## src/rtl/mul_pkg.sv

```systemverilog
// Shared definitions for the repeated-addition multiplier control slice.
package mul_pkg;

    localparam int WIDTH_DEF = 16;

    localparam logic [1:0] ST_IDLE = 2'd0;
    localparam logic [1:0] ST_LOAD = 2'd1;
    localparam logic [1:0] ST_RUN  = 2'd2;
    localparam logic [1:0] ST_DONE = 2'd3;

    typedef enum logic [1:0] {
        S_IDLE = ST_IDLE,
        S_LOAD = ST_LOAD,
        S_RUN  = ST_RUN,
        S_DONE = ST_DONE
    } state_t;

endpackage

```

## src/rtl/mul_acc_reg.sv

```systemverilog
// Product accumulator: synchronous clear, add-enable, otherwise hold.
module mul_acc_reg #(
    parameter int WIDTH = 32
) (
    input  logic             clk,
    input  logic             rst_n,
    input  logic             clear,
    input  logic             add_en,
    input  logic [WIDTH-1:0] addend,
    output logic [WIDTH-1:0] acc
);

    always_ff @(posedge clk or negedge rst_n) begin
        if (!rst_n) begin
            acc <= '0;
        end else if (clear) begin
            acc <= '0;
        end else if (add_en) begin
            acc <= acc + addend;
        end
    end

endmodule

```

## src/rtl/rep_add_mul_ctrl.sv

```systemverilog
// Control and accumulate stage of the repeated-addition multiplier; drives the
// external B down-count register and sums the multiplicand once per decrement.
//
//   state | meaning
//   IDLE  | waiting for start, product holds last result
//   LOAD  | load B register, capture multiplicand, clear accumulator
//   RUN   | decrement B and add multiplicand until b_count reaches zero
//   DONE  | one-cycle done pulse, product holds
module rep_add_mul_ctrl
    import mul_pkg::*;
#(
    parameter int WIDTH  = WIDTH_DEF,
    parameter int PWIDTH = 2 * WIDTH
) (
    input  logic              clk,
    input  logic              rst_n,
    input  logic              start,
    input  logic [WIDTH-1:0]  data_a,
    input  logic [WIDTH-1:0]  b_count,
    output logic              loadb,
    output logic              dcb,
    output logic [PWIDTH-1:0] product,
    output logic              busy,
    output logic              done
);

    state_t           state;
    state_t           state_next;
    logic [WIDTH-1:0] a_reg;
    logic             acc_clear;
    logic             acc_add;

    always_ff @(posedge clk or negedge rst_n) begin
        if (!rst_n) begin
            state <= S_IDLE;
        end else begin
            state <= state_next;
        end
    end

    always_ff @(posedge clk or negedge rst_n) begin
        if (!rst_n) begin
            a_reg <= '0;
        end else if (state == S_LOAD) begin
            a_reg <= data_a;
        end
    end

    always_comb begin
        state_next = state;
        loadb      = 1'b0;
        dcb        = 1'b0;
        busy       = 1'b0;
        done       = 1'b0;
        acc_clear  = 1'b0;
        acc_add    = 1'b0;
        case (state)
            S_IDLE: begin
                if (start) state_next = S_LOAD;
            end
            S_LOAD: begin
                loadb      = 1'b1;
                busy       = 1'b1;
                acc_clear  = 1'b1;
                state_next = S_RUN;
            end
            S_RUN: begin
                busy = 1'b1;
                if (b_count == '0) begin
                    state_next = S_DONE;
                end else begin
                    dcb     = 1'b1;
                    acc_add = 1'b1;
                end
            end
            S_DONE: begin
                done       = 1'b1;
                state_next = S_IDLE;
            end
            default: state_next = S_IDLE;
        endcase
    end

    mul_acc_reg #(
        .WIDTH (PWIDTH)
    ) u_acc (
        .clk    (clk),
        .rst_n  (rst_n),
        .clear  (acc_clear),
        .add_en (acc_add),
        .addend ({{(PWIDTH - WIDTH){1'b0}}, a_reg}),
        .acc    (product)
    );

endmodule

```

## config.mk

```make
export PLATFORM = sky130hd
export DESIGN_NAME = rep_add_mul_ctrl
export DESIGN_NICKNAME = d
export VERILOG_FILES = /design/src/rtl/mul_pkg.sv /design/src/rtl/mul_acc_reg.sv /design/src/rtl/rep_add_mul_ctrl.sv
export SDC_FILE = /design/constraint.sdc
export NUM_CORES = 1
export LEC_CHECK = 0
export ABC_CLOCK_PERIOD_IN_PS = 6200
export BUFFER_PORTS_ARGS = -buffer_cell sky130_fd_sc_hd__buf_2
export CORE_MARGIN = 2
export CORE_UTILIZATION = 59
export DETAILED_ROUTE_END_ITERATION = 16
export PLACE_DENSITY = 0.91
export SLEW_MARGIN = 10
export SYNTH_ARGS = -nofsm -noshare
export SYNTH_HDL_FRONTEND = slang
export SYNTH_SLANG_ARGS = --single-unit
```

## constraint.sdc

```tcl
create_clock -name clk -period 6.2 [get_ports clk]
set_clock_uncertainty 0.15 [all_clocks]
set_input_delay 1.24 -clock clk [delete_from_list [all_inputs] [get_ports clk]]
set_output_delay 1.24 -clock clk [all_outputs]
set_load 0.01 [all_outputs]
```

Yosys cells after proc, flatten, opt, wreduce, memory -nomap -nowiden. Cells that the tools add are included.

Output and inout port bits: 36. Register bits: 50.

$add $sub $neg: 1. Reduce and logical (&&, ||, !) cells: 5. Multiplexer cells: 10. Equal/unequal tests: 5.

Operators with widths (number): 32-bit 2-to-1 mux (2); 32-bit by 16-bit adder with 32-bit output (1); 16-bit zero test (1); 2-bit case mux with 4 select lines (1); 1-bit 2-to-1 mux (5); 2-bit equality test, second input constant (2); 2-bit 2-to-1 mux (2); 2-bit != test, second input constant (2); 2-bit by 1-bit equality test with 1-bit output, second input constant (1); 2-bit zero test (1); 2-bit AND reduction (1); 2-bit nonzero test (1); 2-bit OR reduction (1).

Logic depth before layout (Yosys ltp). Gate-level depths: netlist of run 1.

Depth after elaboration: 5. Mapped depth: 9. Gate-level depth less buffers: 9.

Cells and area by module. Synthesis of run 1 repeated with hierarchy kept, for this count alone.

Cell total of the unflattened synthesis: 398. Area, all modules: 3857.4 um^2.

Modules (own cells, without submodules): mul_acc_reg (instances 1, cells an instance 339, seq. area each 800.8 um^2, area each 2994.1 um^2); rep_add_mul_ctrl (instances 1, cells an instance 59, seq. area each 450.4 um^2, area each 863.3 um^2).

Worst setup path before layout of run 1. OpenSTA, ideal clock, no wires.

Kind: input to output. From: input port b_count[2]. To: output port dcb. Arrival: 2.243 ns. Required time: 4.810 ns. Stages on the path: 6. Slack: 2.567 ns. Path through: nor4_1 -> nand4_1 -> nand2_1 -> inv_1 -> clkbuf_1 -> buf_1.

Word-level cells in the longest chain between the ends: 3.

Ends and longest elaborated chain: from (decl) (RTL line rep_add_mul_ctrl.sv:19) `input logic [WIDTH-1:0] b_count,`; 16-bit zero test (RTL line rep_add_mul_ctrl.sv:69) `if (b_count == '0) begin`; 1-bit 2-to-1 mux (RTL line rep_add_mul_ctrl.sv:69); 1-bit 2-to-1 mux (RTL line rep_add_mul_ctrl.sv:57) `case (state)`; to (decl) (RTL line rep_add_mul_ctrl.sv:21) `output logic dcb,`.

No other way between the ends.

Worst setup path after layout of run 1.
From: input port b_count[1]. To: output port dcb.

The elaborated chain is that of the path after synthesis.

==> results.sh, run 1 <==
export IMPL_die_y_um=79.12
export IMPL_layout_drive_gt1_share_pct=26.00
export IMPL_irDropWorstVdd_uv=338.8
export IMPL_min_period_over_period_pct=75.68
export IMPL_finalHoldViolations=0
export IMPL_rsz0062_at_grt="no"
export IMPL_clock_insertion_delay_worst_skew_ns=0.32
export IMPL_dpl_instance_area_um2=3716
export IMPL_endpoint_kind="output pin"
export IMPL_syn_nets=421
export IMPL_globalplace_congestion=0.8929
export IMPL_dieArea_um2=6260
export IMPL_grt_pass1_vias=2868
export IMPL_cts_root_buf="clkbuf_8"
export IMPL_setup_slack_ns=1.508
export IMPL_final_nets=482
export IMPL_mostFrequentLayoutCells="buf_2, dfrtp_1, a21oi_1"
export IMPL_drt_iter0_markers=196
export IMPL_drv_slew=0
export IMPL_cts_hold_buf=0
export IMPL_final_antenna_net_count=0
export IMPL_synth_main_ff_cell="dfrtp_1"
export IMPL_synthCells=365
export IMPL_vias=2975
export IMPL_synth_edf_count=0
export IMPL_r2r_start="state[0]"
export IMPL_core_um2=5473
export IMPL_fill_cells=441
export IMPL_n_antenna_cell=0
export IMPL_arrival_ns=3.30
export IMPL_cts_tree="built"
export IMPL_maxCapViolations=0
export IMPL_area_growth_pct=14.58
export IMPL_critPathTopFamily="simple AND/OR/NAND/NOR gates"
export IMPL_grt_max_degree=77
export IMPL_fin_crit_ns=4.692
export IMPL_port_buffers=70
export IMPL_grt_usage_pct=26.26
export IMPL_initial_core_util_pct=60.84
export IMPL_netlist_area_um2=3329
export IMPL_ys_warn_count=0
export IMPL_critPathMostFrequentCell="buf_2"
export IMPL_crit_fanout=23
export IMPL_slew_headroom_pct=42.59
export IMPL_overflow=0
export IMPL_power_density_nw_per_um2=475.3
export IMPL_final_util_pct=69.71
export IMPL_routed_wl_um=7820
export IMPL_fin_setup_tns_ns=0
export IMPL_cts_buffer_depth=2
export IMPL_hold_start="a_reg[11]"
export IMPL_antenna_found_initial=0
export IMPL_setup_viol=0
export IMPL_hpwl_um=5558
export IMPL_path_clk_slew_ns=0.09
export IMPL_critPathLaunch="b_count[1]"
export IMPL_route_detailed_drc=0
export IMPL_via_per_inst=5.962
export IMPL_dieWidth_um=79.12
export IMPL_finalPower_mw=1.813
export IMPL_first_pass_iters=6
export IMPL_worstPathBufferInverterCount=3
export IMPL_crit_required_ns=4.81
export IMPL_fmax_mhz=213.1
export IMPL_ys_ff_latch=50
export IMPL_p_leak_nw=1.830
export IMPL_cts_htree_levels=2
export IMPL_final_area_um2=3815
export IMPL_post_drt_wl_per_cell_um=15.67
export IMPL_place_ws_ns=1.545
export IMPL_max_slew_worst_pin_slew_ns=0.8612
export IMPL_status="finished, final reports clean"
export IMPL_seq_area_frac_synth_pct=37.58
export IMPL_crit_path_start_kind="input port"
export IMPL_final_common_cell="buf_2"
export IMPL_largest_reg_flops=32
export IMPL_cp_slowest_cell="nand2_1"
export IMPL_min_path_type="register to register"
export IMPL_grt_first_pass_wirelength_um=13100
export IMPL_crit_type="input port to output pin"
export IMPL_avgSynthCellArea_um2=9.122
export IMPL_synth_cell_types=53
export IMPL_cts_setup_buffers=0
export IMPL_num_rows=27
export IMPL_cts_buffers=5
export IMPL_async_flop_share_pct=100.0
export IMPL_io_pins=71
export IMPL_path_cells="buf_2 > nor4_1 > nand4_1 > nand2_1 > inv_1 > buf_2"
export IMPL_cts_resized=0
export IMPL_clock_sinks=50
export IMPL_cpPeakStageDelay_ns=0.61
==> cells by family (layout without fill, tap and decap cells) <==
logic type      after synthesis  count (layout)  synth area share (%)
compound gates               95              95                 18.53
xor+xnor                      4               4                 1.052
fa+ha+maj                    21              21                 8.117
buf+inv                      32              94                 3.720
flops                        50              50                 37.58
mux                          31              31                 10.48
simple gates                132             132                 20.52
==> layout make-up <==
type,count,area (um2),area share (%)
Clock buffer,6,82.58,2.165
Clock inverter,2,16.27,0.4264
Multi-Input combinational cell,283,1957,51.30
Inverter,14,52.55,1.378
Tap cell,72,90.09,2.361
Sequential cell,50,1251,32.80
Timing Repair Buffer,72,365.4,9.577
==> layer usage <==
layer / global-route usage, % / vias up / part of all wire (%)
li1: - / 1437 / -
met1: 32.05 / 1412 / 42
met2: 44.58 / 104 / 50
met3: 6.136 / 22 / 5.3
met4: 11.03 / 0 / 2.5
met5: 0 / - / 0
==> worst paths after layout <==
path | slack [ns] | to | cells past startpoint
min in group asynchronous | 0.86 | a_reg[5] | 2
min | 0.37 | a_reg[11] | 1
max reg2reg | 3.19 | u_acc.acc[19] | 7
max in group asynchronous | 4.60 | a_reg[11] | 2
max | 1.51 | dcb | 6
min reg2reg | 0.37 | a_reg[11] | 1
==> stage by stage <==
| step | hold WS (ns) | std cells |
|---|---|---|
| 4_1_cts | 0.3787 | 499 |
| 2_1_floorplan | 0.3349 | 365 |
| 3_5_place_dp | 0.3540 | 491 |
| 3_3_place_gp | 0.3468 | 491 |
| 6_report | 0.3733 | 499 |
| 5_1_grt | 0.3927 | 499 |
==> where the power goes <==
group	total [mW]	switching, mW	internal (mW)
Clock	0.212	0.120	0.0921
Sequential	0.506	0.0741	0.432
Combinational	1.10	0.654	0.442
Total	1.81	0.848	0.966
==> synthesized netlist by cell type (2+ instances only) <==
| cell type | instances | area (um2) |
|---|---|---|
| a21o_1 | 4 | 30.03 |
| o31ai_1 | 2 | 15.01 |
| xnor2_1 | 2 | 17.52 |
| inv_1 | 14 | 52.55 |
| nand2_1 | 28 | 105.1 |
| o21a_1 | 3 | 22.52 |
| o211ai_1 | 5 | 37.54 |
| nor3b_1 | 2 | 15.01 |
| and4_1 | 2 | 17.52 |
| nand4_1 | 4 | 25.02 |
| dfrtp_1 | 50 | 1251 |
| clkbuf_1 | 13 | 48.80 |
| o21ai_1 | 3 | 15.01 |
| buf_1 | 2 | 7.510 |
| nand3b_1 | 8 | 60.06 |
| nor2_1 | 33 | 123.9 |
| ha_1 | 20 | 250.2 |
| nor2b_1 | 16 | 100.1 |
| or3_1 | 3 | 18.77 |
| a211oi_1 | 9 | 67.56 |
| nor3_1 | 4 | 20.02 |
| mux2_1 | 8 | 90.09 |
| and3_1 | 6 | 37.54 |
| mux2_2 | 23 | 259.0 |
| o21ai_0 | 15 | 75.07 |
| nor4_1 | 4 | 25.02 |
| a211o_1 | 2 | 17.52 |
| nand3_1 | 15 | 75.07 |
| xor2_1 | 2 | 17.52 |
| and2_1 | 2 | 12.51 |
| buf_2 | 2 | 10.01 |
| a21boi_0 | 2 | 15.01 |
| a21oi_1 | 37 | 185.2 |
(Power assumes the default switching activity.)
==> run 2: changes to the inputs <==
--- a/config.mk
+++ b/config.mk
@@ -5,12 +5,12 @@
 export SDC_FILE = /design/constraint.sdc
 export NUM_CORES = 1
 export LEC_CHECK = 0
-export ABC_CLOCK_PERIOD_IN_PS = 6200
+export ABC_CLOCK_PERIOD_IN_PS = 4100
 export BUFFER_PORTS_ARGS = -buffer_cell sky130_fd_sc_hd__buf_2
 export CORE_MARGIN = 2
-export CORE_UTILIZATION = 59
+export CORE_UTILIZATION = 50
 export DETAILED_ROUTE_END_ITERATION = 16
-export PLACE_DENSITY = 0.91
+export PLACE_DENSITY = 0.83
 export SLEW_MARGIN = 10
 export SYNTH_ARGS = -nofsm -noshare
 export SYNTH_HDL_FRONTEND = slang
==> constraint.sdc (replaced) <==
create_clock -name clk -period 4.1 [get_ports clk]
set_clock_uncertainty 0.15 [all_clocks]
set_input_delay 0.82 -clock clk [delete_from_list [all_inputs] [get_ports clk]]
set_output_delay 0.82 -clock clk [all_outputs]
set_load 0.01 [all_outputs]
==> run 2 against run 1 <==
Net effect: via count is 1.6% lower; largest cell class unchanged; clock power is 43% higher; power is 50% higher; setup slack worse by 0.31 ns; utilization is 9.8 points lower; first-iteration DRC count is 19% lower; flip-flop and latch count stayed put; register-to-register slack worse by 1.9 ns; clock-buffer cell count stayed put; final cell count is 1.2% higher; critical endpoint unchanged.
==> results.sh, run 2 (synthesized netlist as in run 1, its figures left out) <==
export IMPL_status="finished, final reports clean"
export IMPL_fmax_mhz=344.7
export IMPL_numPlacedInstances=497
export IMPL_initial_core_util_pct=52.14
export IMPL_fill_cells=583
export IMPL_area_growth_pct=14.96
export IMPL_cts_resized=0
export IMPL_final_util_pct=59.93
export IMPL_globalplace_congestion=0.8492
export IMPL_path_clk_slew_ns=0.09
export IMPL_grt_max_degree=51
export IMPL_endpoint_kind="output pin"
export IMPL_p_switching_mw=1.242
export IMPL_post_drt_wl_per_cell_um=14.76
export IMPL_cts_htree_levels=2
export IMPL_power_frac_seq_pct=28.1
export IMPL_die_y_um=85.60
export IMPL_min_period_over_period_pct=70.76
export IMPL_finalHoldViolations=0
export IMPL_maxCapViolations=0
export IMPL_dieWidth_um=85.60
export IMPL_grt_usage_pct=21.04
export IMPL_crit_type="input port to output pin"
export IMPL_power_share_switching_pct=45.77
export IMPL_first_pass_iters=4
export IMPL_finalPower_mw=2.713
export IMPL_routed_wl_um=7455
export IMPL_crit_required_ns=3.13
export IMPL_clock_insertion_delay_worst_skew_ns=0.31
export IMPL_io_pins=71
export IMPL_rsz0062_at_grt="no"
export IMPL_p_comb_share_pct=60.7
export IMPL_grt_first_pass_wirelength_um=12690
export IMPL_cts_hold_buf=0
export IMPL_fin_setup_tns_ns=0
export IMPL_vias=2926
export IMPL_core_um2=6386
export IMPL_internal_power_mw=1.471
export IMPL_regArea_um2=1251
export IMPL_overflow=0
export IMPL_p_clk_share_pct=11.2
export IMPL_final_common_cell="buf_2"
export IMPL_setup_viol=0
export IMPL_final_nets=483
export IMPL_whs_ns=0.3592
export IMPL_final_cells=505
export IMPL_cts_tree="built"
export IMPL_fin_crit_ns=2.901
export IMPL_irDropWorstVdd_uv=450.5
export IMPL_via_per_inst=5.794
export IMPL_cts_root_buf="clkbuf_8"
export IMPL_hpwl_um=5400
export IMPL_clock_sinks=50
export IMPL_largest_reg_flops=32
export IMPL_cts_buffer_depth=2
export IMPL_final_antenna_net_count=0
export IMPL_drt_iter0_markers=158
export IMPL_crit_path_start_kind="input port"
export IMPL_cts_buffers=5
export IMPL_min_path_type="input port to async pin"
export IMPL_cts_setup_buffers=0
export IMPL_crit_fanout=23
export IMPL_n_antenna_cell=0
export IMPL_max_slew_worst_pin_slew_ns=0.8898
export IMPL_grt_pass1_vias=2877
export IMPL_dieArea_um2=7327
export IMPL_mostFrequentLayoutCells="buf_2, dfrtp_1, a21oi_1"
export IMPL_power_density_nw_per_um2=708.8
export IMPL_slew_headroom_pct=40.68
export IMPL_num_rows=29
export IMPL_arrival_ns=1.93
export IMPL_multi_input_area_um2=1957
export IMPL_p_leak_nw=1.835
export IMPL_antenna_found_initial=0
export IMPL_drv_slew=0
export IMPL_layout_drive_gt1_share_pct=26.17
export IMPL_port_buffers=70
export IMPL_route_detailed_drc=0
==> run 2: cell count changes in the layout (fill, tap and decap cells not counted) <==
cell,delta
buf_2,-1
clkinv_2,+1
inv_6,-1
buf_4,+2
==> run 2: layout make-up <==
cell class,count,share of cell area [%]
clock buffers,6,2.158
clock inverters,2,0.3269
inverters,14,1.373
multi-input cells,283,51.13
flip-flops and latches,50,32.69
well taps,77,2.517
repair buffers,73,9.807
==> run 2: worst paths after layout <==
check,start,to,slack (ns),cells past startpoint
worst max-delay path,b_count[10],dcb,1.20,7
worst min-delay path,rst_n,a_reg[5],0.36,1
worst max register to register,u_acc.acc[0],u_acc.acc[24],1.31,9
worst min register to register,a_reg[11],a_reg[11],0.37,1
max in group asynchronous,rst_n,a_reg[0],2.99,1
min in group clk,a_reg[11],a_reg[11],0.37,1
==> run 2: power by group through the flow <==
stage / clock [mW] / sequential (mW) / combinational (mW)
4_1_cts: 0.311 / 0.763 / 1.64
3_3_place_gp: 0 / 0.766 / 1.56
2_1_floorplan: 0 / 0.775 / 1.25
5_1_grt: 0.330 / 0.782 / 1.86
6_report: 0.303 / 0.763 / 1.65
3_5_place_dp: 0 / 0.773 / 1.63
==> run 2: layer usage <==
metal | track usage [%] | routed length (um)
met1 | 26.70 | 3342
met2 | 36.86 | 3688
met3 | 3.561 | 352
met4 | 6.205 | 72
met5 | 0 | 0
==> run 2: worst max-delay path, stage by stage <==
cell	delay, ns
buf_2	0.09
nor4_1	0.27
nand4_1	0.15
nand2_1	0.09
buf_4	0.26
inv_1	0.09
buf_2	0.15
==> run 2: through the flow <==
step	setup WS (ns)	cell area (um2)
after floorplan	1.307	3329
after global placement	1.211	3730
after detailed placement	1.181	3730
after CTS	1.180	3825
after global routing	1.015	3827
final	1.199	3827
